===== src/rtl/p4_meta_join_pkg.sv =====
// Shared types for the P4 metadata join stage.
// Other files pull these in with import p4_meta_join_pkg::*.
package p4_meta_join_pkg;

    localparam int USER_META_DATA_WIDTH = 12;
    localparam int STAT_W               = 32;

    typedef logic [USER_META_DATA_WIDTH-1:0] meta_t;

    // WAIT_META: no metadata at the FIFO head yet, so the input is stalled.
    // PASS:      forward the current packet with its metadata on tuser.
    // DROP:      sink the current packet.
    typedef enum logic [1:0] {
        WAIT_META = 2'd0,
        PASS      = 2'd1,
        DROP      = 2'd2
    } state_e;

endpackage


===== src/rtl/p4_meta_fifo.sv =====
// Synchronous metadata FIFO for p4_meta_join.
// A push while full is accepted only if a pop happens in the same cycle.
// Otherwise the push is lost and the sticky overflow flag is raised.
// A new entry reaches the head one cycle after its push; there is no bypass.
// head_next shows the entry behind the head. The join FSM reads it so that
// it can choose the next packet's path on the same edge that pops the head.
module p4_meta_fifo #(
    parameter int WIDTH = 12,
    parameter int DEPTH = 8
) (
    input  logic                       clk,
    input  logic                       rst,
    input  logic                       push,
    input  logic [WIDTH-1:0]           push_data,
    input  logic                       pop,
    output logic [WIDTH-1:0]           head,
    output logic [WIDTH-1:0]           head_next,
    output logic                       empty,
    output logic                       full,
    output logic [$clog2(DEPTH):0]     count,
    output logic                       overflow
);

    localparam int AW = $clog2(DEPTH);
    localparam int CW = AW + 1;

    logic [WIDTH-1:0] mem [DEPTH];
    logic [AW-1:0]    rd_ptr;
    logic [AW-1:0]    wr_ptr;
    logic [CW-1:0]    cnt;
    logic             pop_ok;
    logic             push_ok;

    assign empty     = (cnt == '0);
    assign full      = (cnt == CW'(DEPTH));
    assign count     = cnt;
    assign pop_ok    = pop && !empty;
    assign push_ok   = push && (!full || pop_ok);
    assign head      = mem[rd_ptr];
    assign head_next = mem[rd_ptr + AW'(1)];

    // Pointer, occupancy and sticky overflow bookkeeping.
    always_ff @(posedge clk) begin
        if (rst) begin
            rd_ptr   <= '0;
            wr_ptr   <= '0;
            cnt      <= '0;
            overflow <= 1'b0;
        end else begin
            if (push_ok) begin
                wr_ptr <= wr_ptr + AW'(1);
            end
            if (pop_ok) begin
                rd_ptr <= rd_ptr + AW'(1);
            end
            if (push_ok && !pop_ok) begin
                cnt <= cnt + CW'(1);
            end else if (pop_ok && !push_ok) begin
                cnt <= cnt - CW'(1);
            end
            if (push && !push_ok) begin
                overflow <= 1'b1;
            end
        end
    end

    // Storage array. Contents are valid only where cnt says they are, so it needs no reset.
    always_ff @(posedge clk) begin
        if (push_ok) begin
            mem[wr_ptr] <= push_data;
        end
    end

endmodule


===== src/rtl/p4_meta_join.sv =====
// p4_meta_join: joins per-packet metadata pulses with the packets of the
// engine's AXI-Stream output. Kept packets leave on m_axis with the metadata
// on tuser. Packets whose metadata drop bit is set are discarded.
// Optional feature: define P4_META_JOIN_STATS_EN to build live
// pkt_count/drop_count registers. Without it both outputs are tied to zero.
// Handshake: a beat transfers on any edge where valid && ready are both high.
// A valid source keeps its payload stable until that transfer, and ready may
// depend on valid. s_axis_tready reaches m_axis_tready combinationally
// (through out_rdy) so that the stage keeps full throughput.
// state_dbg exposes the join FSM state.
module p4_meta_join #(
    parameter int TDATA_NUM_BYTES      = 4,
    parameter int TID_WIDTH            = 11,
    parameter int USER_META_DATA_WIDTH = p4_meta_join_pkg::USER_META_DATA_WIDTH,
    parameter int META_FIFO_DEPTH      = 8,
    parameter int DROP_BIT             = 0
) (
    input  logic                                s_axis_aclk,
    input  logic                                s_axis_areset,
    input  logic [USER_META_DATA_WIDTH-1:0]     meta_in,
    input  logic                                meta_in_valid,
    input  logic [TDATA_NUM_BYTES*8-1:0]        s_axis_tdata,
    input  logic [TDATA_NUM_BYTES-1:0]          s_axis_tkeep,
    input  logic                                s_axis_tvalid,
    input  logic                                s_axis_tlast,
    input  logic [TID_WIDTH-1:0]                s_axis_tid,
    output logic                                s_axis_tready,
    output logic [TDATA_NUM_BYTES*8-1:0]        m_axis_tdata,
    output logic [TDATA_NUM_BYTES-1:0]          m_axis_tkeep,
    output logic [TID_WIDTH-1:0]                m_axis_tid,
    output logic                                m_axis_tlast,
    output logic                                m_axis_tvalid,
    output logic [USER_META_DATA_WIDTH-1:0]     m_axis_tuser,
    input  logic                                m_axis_tready,
    output logic                                meta_overflow,
    output logic [p4_meta_join_pkg::STAT_W-1:0] pkt_count,
    output logic [p4_meta_join_pkg::STAT_W-1:0] drop_count,
    output logic [1:0]                          state_dbg
);

    import p4_meta_join_pkg::*;

    localparam int CW = $clog2(META_FIFO_DEPTH) + 1;

    state_e                          state;
    logic [USER_META_DATA_WIDTH-1:0] fifo_head;
    logic [USER_META_DATA_WIDTH-1:0] fifo_head_next;
    logic                            fifo_empty;
    logic                            fifo_full;
    logic [CW-1:0]                   fifo_count;
    logic                            out_rdy;
    logic                            s_hs;
    logic                            pass_hs;
    logic                            pkt_done;
    logic                            next_meta_ready;

    assign out_rdy         = !m_axis_tvalid || m_axis_tready;
    assign s_hs            = s_axis_tvalid && s_axis_tready;
    assign pass_hs         = s_hs && (state == PASS);
    assign pkt_done        = s_hs && s_axis_tlast && (state != WAIT_META);
    // The entry behind the head is usable once the current packet pops the head.
    assign next_meta_ready = (fifo_count >= CW'(2));
    assign state_dbg       = state;

    p4_meta_fifo #(
        .WIDTH (USER_META_DATA_WIDTH),
        .DEPTH (META_FIFO_DEPTH)
    ) u_meta_fifo (
        .clk       (s_axis_aclk),
        .rst       (s_axis_areset),
        .push      (meta_in_valid),
        .push_data (meta_in),
        .pop       (pkt_done),
        .head      (fifo_head),
        .head_next (fifo_head_next),
        .empty     (fifo_empty),
        .full      (fifo_full),
        .count     (fifo_count),
        .overflow  (meta_overflow)
    );

    // Input ready: stall until metadata exists, pace to the output in PASS, and always accept in DROP.
    always_comb begin
        s_axis_tready = 1'b0;
        case (state)
            WAIT_META: s_axis_tready = 1'b0;
            PASS:      s_axis_tready = out_rdy;
            DROP:      s_axis_tready = 1'b1;
            default:   s_axis_tready = 1'b0;
        endcase
    end

    // Join FSM. On a tlast the next packet's path is taken from the entry behind the head, so there is no bubble.
    always_ff @(posedge s_axis_aclk) begin
        if (s_axis_areset) begin
            state <= WAIT_META;
        end else begin
            case (state)
                WAIT_META: begin
                    if (!fifo_empty) begin
                        state <= fifo_head[DROP_BIT] ? DROP : PASS;
                    end
                end
                PASS, DROP: begin
                    if (pkt_done) begin
                        if (next_meta_ready) begin
                            state <= fifo_head_next[DROP_BIT] ? DROP : PASS;
                        end else begin
                            state <= WAIT_META;
                        end
                    end
                end
                default: state <= WAIT_META;
            endcase
        end
    end

    // Output register. It loads on every PASS handshake and holds while downstream stalls.
    always_ff @(posedge s_axis_aclk) begin
        if (s_axis_areset) begin
            m_axis_tvalid <= 1'b0;
            m_axis_tdata  <= '0;
            m_axis_tkeep  <= '0;
            m_axis_tid    <= '0;
            m_axis_tlast  <= 1'b0;
            m_axis_tuser  <= '0;
        end else if (out_rdy) begin
            m_axis_tvalid <= pass_hs;
            if (pass_hs) begin
                m_axis_tdata <= s_axis_tdata;
                m_axis_tkeep <= s_axis_tkeep;
                m_axis_tid   <= s_axis_tid;
                m_axis_tlast <= s_axis_tlast;
                m_axis_tuser <= fifo_head;
            end
        end
    end

`ifdef P4_META_JOIN_STATS_EN
    // Packet statistics. The counters wrap naturally at 2^32.
    always_ff @(posedge s_axis_aclk) begin
        if (s_axis_areset) begin
            pkt_count  <= '0;
            drop_count <= '0;
        end else if (pkt_done) begin
            if (state == PASS) begin
                pkt_count <= pkt_count + STAT_W'(1);
            end else begin
                drop_count <= drop_count + STAT_W'(1);
            end
        end
    end
`else
    assign pkt_count  = '0;
    assign drop_count = '0;
`endif

endmodule

===== config.mk =====
export PLATFORM = sky130hd
export DESIGN_NAME = p4_meta_join
export DESIGN_NICKNAME = d
export VERILOG_FILES = /design/src/rtl/p4_meta_join_pkg.sv /design/src/rtl/p4_meta_fifo.sv /design/src/rtl/p4_meta_join.sv
export SDC_FILE = /design/constraint.sdc
export NUM_CORES = 1
export LEC_CHECK = 0
export CAP_MARGIN = 25
export CORE_MARGIN = 2
export CORE_UTILIZATION = 33
export CTS_CLUSTER_SIZE = 24
export DETAILED_ROUTE_END_ITERATION = 7
export GPL_TIMING_DRIVEN = 1
export SYNTH_ARGS = -nofsm -noshare
export SYNTH_HDL_FRONTEND = slang
export SYNTH_SLANG_ARGS = --single-unit

===== constraint.sdc =====
create_clock -name s_axis_aclk -period 3.4 [get_ports s_axis_aclk]
set_input_delay 0.68 -clock s_axis_aclk [delete_from_list [all_inputs] [get_ports s_axis_aclk]]
set_output_delay 0.68 -clock s_axis_aclk [all_outputs]
set_load 0.01 [all_outputs]

==> run_results.csv <==
group,metric,value,unit
outcome,status,"complete, no violations",
finish,stdcell_area,0.00912,mm^2
die,row_count,53,
finish,ff_latch_area,0.00442,mm^2
finish,antenna_cells,0,
sta,finalCritPeriodShare,0.901,
placement,place_hpwl,10500,um
worst_setup_path,end_kind,"register",
yosys,syn_area_per_cell,12.5,um^2
sta,hold_violations,0,
global_routing,antenna_found_initial,1,
yosys,syn_area,0.00709,mm^2
die,io_pins,194,
global_routing,grt_start_max_net_pins,57,
sta,worst_clock_skew,0.00965,ns
sta,worst_slack,0.337,ns
die,die_width,151,um
finish,fillers,1916,
die,core,0.0210,mm^2
worst_setup_path,worstSetupStartpointType,"input pin",
clocking,clk_path_buf_depth,2,
die,die_h,151,um
worst_hold_path,hold_path.class,"register to register",
sta,min_period,3.06,ns
sta,fmax,0.326,GHz
finish,syn_to_final_growth,28.6,%
die,dieArea,0.0227,mm^2
worst_setup_path,critPathTopFamily,"buffers and inverters",
clocking,cts_tree,"yes",
global_routing,grt_pass1_wl,23100,um
clocking,htreeDepth,4,
placement,routabilityCongestion,0.786,
yosys,synth_edf_count,96,
clocking,postCtsSetupBuffers,0,
global_routing,grt_pass1_vias,4365,
sta,tightest_slew,0.588,ns
worst_setup_path,cp_max_fo,3,
finish,final_util,0.434,
flow_run,cap_violations,0,
clocking,cts_buffers,17,
placement,post-place-ws,-0.0252,ns
clocking,cts_root_buffer,"clkbuf_16",
finish,layout-drive-gt1-share,0.116,
drt,drt-initial-drc-count,249,
sta,slew_violations,0,
clocking,clk_pin_slew,0.07,ns
global_routing,grt_overflow_total,0,
worst_setup_path,required,3.75,ns
clocking,numClockSinks,173,
yosys,ys_warn_count,0,
sta,rsz0062_at_grt,"false",
yosys,ys_seq_area_frac,0.624,
worst_setup_path,slowest_stage,"clkdlybuf4s50_1",
clocking,ctsHoldBuffers,0,
yosys,yosys.area.top_type_share,0.407,
global_routing,track_usage,0.135,
power_and_ir_drop,vdd_drop_max,281,uV
yosys,async_flop_share,0,
clocking,clock_latency,0.42,ns
worst_setup_path,slowest_delay,0.47,ns
yosys,ys_types,39,
yosys,synthCells,565,
sta,setup_viol,0,
worst_setup_path,arrival,3.41,ns
drt,routed-via-count,4486,
drt,drc,0,
yosys,ys_ff_latch,173,
drt,firstDrtPassIters,7,
die,initial_core_util,0.337,
yosys,synth_area_leaders,"edfxtp_1 (41%), dfxtp_1 (22%), mux4_2 (8.3%)",
finish,multi_input_area,0.00228,mm^2
drt,antenna_left,0,
worst_setup_path,crit_buf_inv,4,
sta,relSlewSlack,0.608,
drt,vias_per_cell,4.53,
placement,postPlaceCellArea,0.00853,mm^2
yosys,yosys.area.top_type,"edfxtp_1",
drt,routed_wl,15300,um
finish,fin_nets,778,
sta,whs,0.453,ns
worst_setup_path,critical_path_class,"input pin to register",
yosys,synth-main-ff-cell,"edfxtp_1",
power_and_ir_drop,powerDensity,575,mW/mm^2
worst_setup_path,crit_chain,"clkdlybuf4s50_1 > nor2b_1 > nand3_1 > o211ai_1 > nand2_1 > inv_1 > ha_1 > inv_1 > buf_4 > ha_1 > a21oi_1 > xnor2_1 > or3_1 > a21oi_1",
drt,wl_per_cell,15.4,um
placement,io_buffers,129,
power_and_ir_drop,leakage,3.10,nW
clocking,ctsResizeCount,0,
-- worst min-delay path: stages (launching register included) --
cell and delay (ns):
dfxtp_1 0.31, nand2_1 0.05, a21oi_1 0.05
-- cell families after synthesis --
kind of cell / count (synthesis) / synth area share
xor+xnor: 6 / 0.00741
fa+ha+maj: 10 / 0.0187
mux: 42 / 0.107
flops: 173 / 0.624
other cells: 1 / 0.000529
simple gates: 153 / 0.0890
compound gates: 80 / 0.0648
buf+inv: 100 / 0.0884
-- layer usage --
metal,up-vias,share of wire,GRT usage
li1,2151,-,-
met2,133,0.53,0.233
met1,2188,0.41,0.164
met4,2,0.010,0.0444
met3,12,0.051,0.0352
met5,-,0.00092,0
-- through the flow --
stage	power [mW]	TNS, ns	std cells
after floorplan	3.04	0	628
after global placement	3.37	0	959
after detailed placement	3.40	-0.0252	959
after CTS	5.31	0	991
after global routing	5.51	0	991
final	5.25	0	991
-- placed cells by master (no fill, tap or decap), types with 2 or more instances in the layout --
cell and instances:
nand2_1 100, clkinv_8 3, nand2b_1 4, ha_1 9, a211oi_1 12, nor3_1 6
clkbuf_16 17, o31ai_1 2, dfxtp_1 77, o21ai_0 2, buf_4 19, mux2i_1 14
nand3_1 5, or3_1 2, inv_6 3, nor2_1 27, inv_1 7, clkinv_4 4
a21oi_1 56, inv_8 5, nor2b_1 3, conb_1 64, edfxtp_1 96, clkdlybuf4s50_1 128
a21o_1 2, xnor2_1 5, mux4_2 26, o21ai_1 2
-- cells in the mapped netlist (2+ instances only) --
cell      instances
nand2_1         100
edfxtp_1         96
dfxtp_1          77
buf_4            64
a21oi_1          56
nor2_1           27
mux4_2           26
clkbuf_1         18
mux2i_1          14
a211oi_1         12
ha_1              9
buf_1             7
inv_1             7
nor3_1            6
nand3_1           5
xnor2_1           5
nand2b_1          4
buf_2             3
nor2b_1           3
a21o_1            2
nor4_1            2
o21ai_0           2
o21ai_1           2
o31ai_1           2
or3_1             2
-- power by group --
part	switching [mW]	internal [mW]	leakage [nW]
Combinational	0.492	0.434	1.32
Clock	0.903	0.990	0.290
Sequential	0.0842	2.34	1.49
Total	1.48	3.77	3.10
-- registers in the layout, summed over array words and instances, names as in the netlist, named ones only --
signal and count:
u_meta_fifo.mem 96, m_axis_tdata 32, m_axis_tuser 12, m_axis_tid 11, m_axis_tkeep 4, u_meta_fifo.count 4, u_meta_fifo.rd_ptr 3, u_meta_fifo.wr_ptr 3
state_dbg 2, m_axis_tlast 1, m_axis_tvalid 1, u_meta_fifo.overflow 1
-- final timing paths --
kind                                                     from                                 to  slack [ns]  cells after the start
worst max register to register      state_dbg[0]$_SDFFE_PP0P_  u_meta_fifo.count[3]$_SDFFE_PP0P_        0.34                     15
worst min-delay path            m_axis_tdata[11]$_SDFFE_PP0P_      m_axis_tdata[11]$_SDFFE_PP0P_        0.45                      2
worst max-delay path                             s_axis_tlast  u_meta_fifo.count[3]$_SDFFE_PP0P_        0.34                     14
worst min register to register  m_axis_tdata[11]$_SDFFE_PP0P_      m_axis_tdata[11]$_SDFFE_PP0P_        0.45                      2
-- area by class of cell --
| class | count | share of cell area |
|---|---|---|
| repair buffers | 149 | 0.159 |
| inverters | 7 | 0.00288 |
| flip-flops and latches | 173 | 0.485 |
| well taps | 275 | 0.0377 |
| clock buffers | 17 | 0.0467 |
| clock inverters | 15 | 0.0183 |
| multi-input cells | 355 | 0.250 |
Note: power is estimated with default switching activity, not from simulation.
==> edit (config.mk and constraints unchanged) <==
`META_FIFO_DEPTH`: 8 -> 4.
--- a/src/rtl/p4_meta_join.sv
+++ b/src/rtl/p4_meta_join.sv
@@ -14,3 +14,3 @@
     parameter int USER_META_DATA_WIDTH = p4_meta_join_pkg::USER_META_DATA_WIDTH,
-    parameter int META_FIFO_DEPTH      = 8,
+    parameter int META_FIFO_DEPTH      = 4,
     parameter int DROP_BIT             = 0
Check against the original RTL: not equivalent (Yosys sat finds a counterexample within 10 cycles, from zero or initial values and one cycle with s_axis_areset high).
==> edit against the unedited design <==
Combinational power fell by 41%. Sequential cell count down 52. Power decreased by 26%. Area after synthesis fell by 29%. Wire length shrank 27%. Setup slack improved by 0.23 ns. Final area decreased by 25%. Via count shrank 21%. Hold slack worse by 0.0022 ns. Critical path type is now flip-flop to flip-flop. Critical endpoint is now u_meta_fifo.count[2].
==> edit: results <==
{
  "wire_per_inst_um": 13.9,
  "cts_setup_buffers": 0,
  "yosys-top-cells-count": "122 x nand2_1, 73 x dfxtp_1, 65 x buf_4",
  "grt_pass1_vias": 3508,
  "top_regs": "u_meta_fifo.mem: 48 flops, m_axis_tdata: 32 flops, m_axis_tuser: 12 flops",
  "clk_pin_slew_worst_paths_ns": 0.06,
  "clk_path_buf_depth": 2,
  "portBuffers": 129,
  "dp_hpwl_um": 7770,
  "tightestPinTransition_ns": 0.793,
  "cts_resized": 0,
  "track_usage_pct": 13.9,
  "synth-edff-count": 48,
  "fin_skew_ns": 0.00477,
  "ir_worst_vdd_v": 0.000321,
  "yosys_warnings": 0,
  "synth_mux_area_share_pct": 6.50,
  "synth_cell_types": 34,
  "cts_buffers": 17,
  "num-fill-cells": 1424,
  "ys_top_cells_by_area": "dfxtp_1 29%, edfxtp_1 29%, buf_4 9.7%",
  "grt_pass1_wl_um": 17300,
  "pre_cts_ws_ns": 0.193,
  "min-delay-path-class": "flip-flop to flip-flop",
  "drtIter0Drc": 162,
  "cts_root_buffer": "clkbuf_16",
  "drive_above_1_share_pct": 8.20,
  "ys.flop_type": "dfxtp_1",
  "drt-vias-per-instance": 4.42,
  "cp_max_fo": 7,
  "clk_latency_ns": 0.41,
  "n_antenna_cell": 0,
  "synth_xor_area_share_pct": 0.872,
  "grt_max_degree": 62,
  "status": "finished, final reports clean",
  "ctsHtreeMaxLevel": 4,
  "p_switching_uw": 991,
  "worstPathArrival_ns": 3.16,
  "async_flop_share_pct": 0,
  "gp_congestion": 0.775,
  "leakage_uw": 0.00243,
  "yosysSeqAreaShare_pct": 57.8,
  "first_pass_iters": 6,
  "synth_compound_area_share_pct": 7.72,
  "nNetsFinal": 672,
  "synth_adder_area_share_pct": 2.64,
  "grt_antenna_before_repair": 0
}
## edit: changes by cell type after synthesis, sizes merged, moves of 4 or more
cell,change
nor2,-16
xnor2,-4
mux2i,-12
nor3,-6
edfxtp,-48
a21oi,+8
nand2,+22
a211oi,-12
and2,+5
mux4,-13
dfxtp,-4
## edit: layer usage
metal	track usage, %	vias to the layer above	wire, um
li1	-	1708	-
met1	14.8	1663	4430
met2	25.1	138	5830
met3	4.86	18	636
met4	5.82	0	229
met5	0	-	0
## edit: logic make-up after synthesis
kind of cell    count (synthesis)
compound gates                 73
fa+ha+maj                      10
buf+inv                        96
flops                         121
mux                            16
simple gates                  149
other cells                     1
xor+xnor                        5
## edit: final cells by class
cell class                 count  share of cell area (%)
multi-input combinational    317                    25.6
inverter                       7                   0.387
timing repair buffer         133                    19.5
clock inverter                13                    1.77
tap                          188                    3.46
sequential                   121                    42.7
clock buffer                  19                    6.52
## edit: stage by stage
step / std cells / hold slack [ns] / total power, uW / cell area, um^2 / utilization [%]
final: 798 / 0.451 / 3910 / 6800 / 45.2
after CTS: 798 / 0.454 / 3960 / 6800 / 45.2
after detailed placement: 766 / 0.446 / 2260 / 6230 / 41.5
after floorplan: 534 / 0.476 / 2060 / 5260 / -
after global placement: 766 / 0.441 / 2240 / 6230 / 41.5
after global routing: 798 / 0.465 / 4090 / 6800 / 45.2
## edit: power groups by stage
stage	Combinational [uW]	Sequential (uW)	Clock [uW]
floorplan	344	1720	0
global placement	535	1700	0
detailed placement	548	1710	0
CTS	553	1680	1720
global route	603	1700	1800
finish	548	1680	1680
## edit: worst paths after layout
path | start | to | slack, ns | cells past startpoint
setup / recovery | state_dbg[1] | u_meta_fifo.count[2] | 0.57 | 10
hold reg to reg | m_axis_tuser[0] | m_axis_tuser[0] | 0.45 | 2
setup reg to reg | state_dbg[1] | u_meta_fifo.count[2] | 0.57 | 10
hold / removal | m_axis_tuser[0] | m_axis_tuser[0] | 0.45 | 2
## edit: critical path, stage by stage (launching register included)
cell     delay [ns]
dfxtp_1        0.41
inv_1          0.10
ha_1           0.24
and3b_1        0.31
a41o_1         0.35
ha_1           0.24
inv_1          0.07
fa_1           0.38
xor2_1         0.18
or3_1          0.32
a21oi_1        0.15
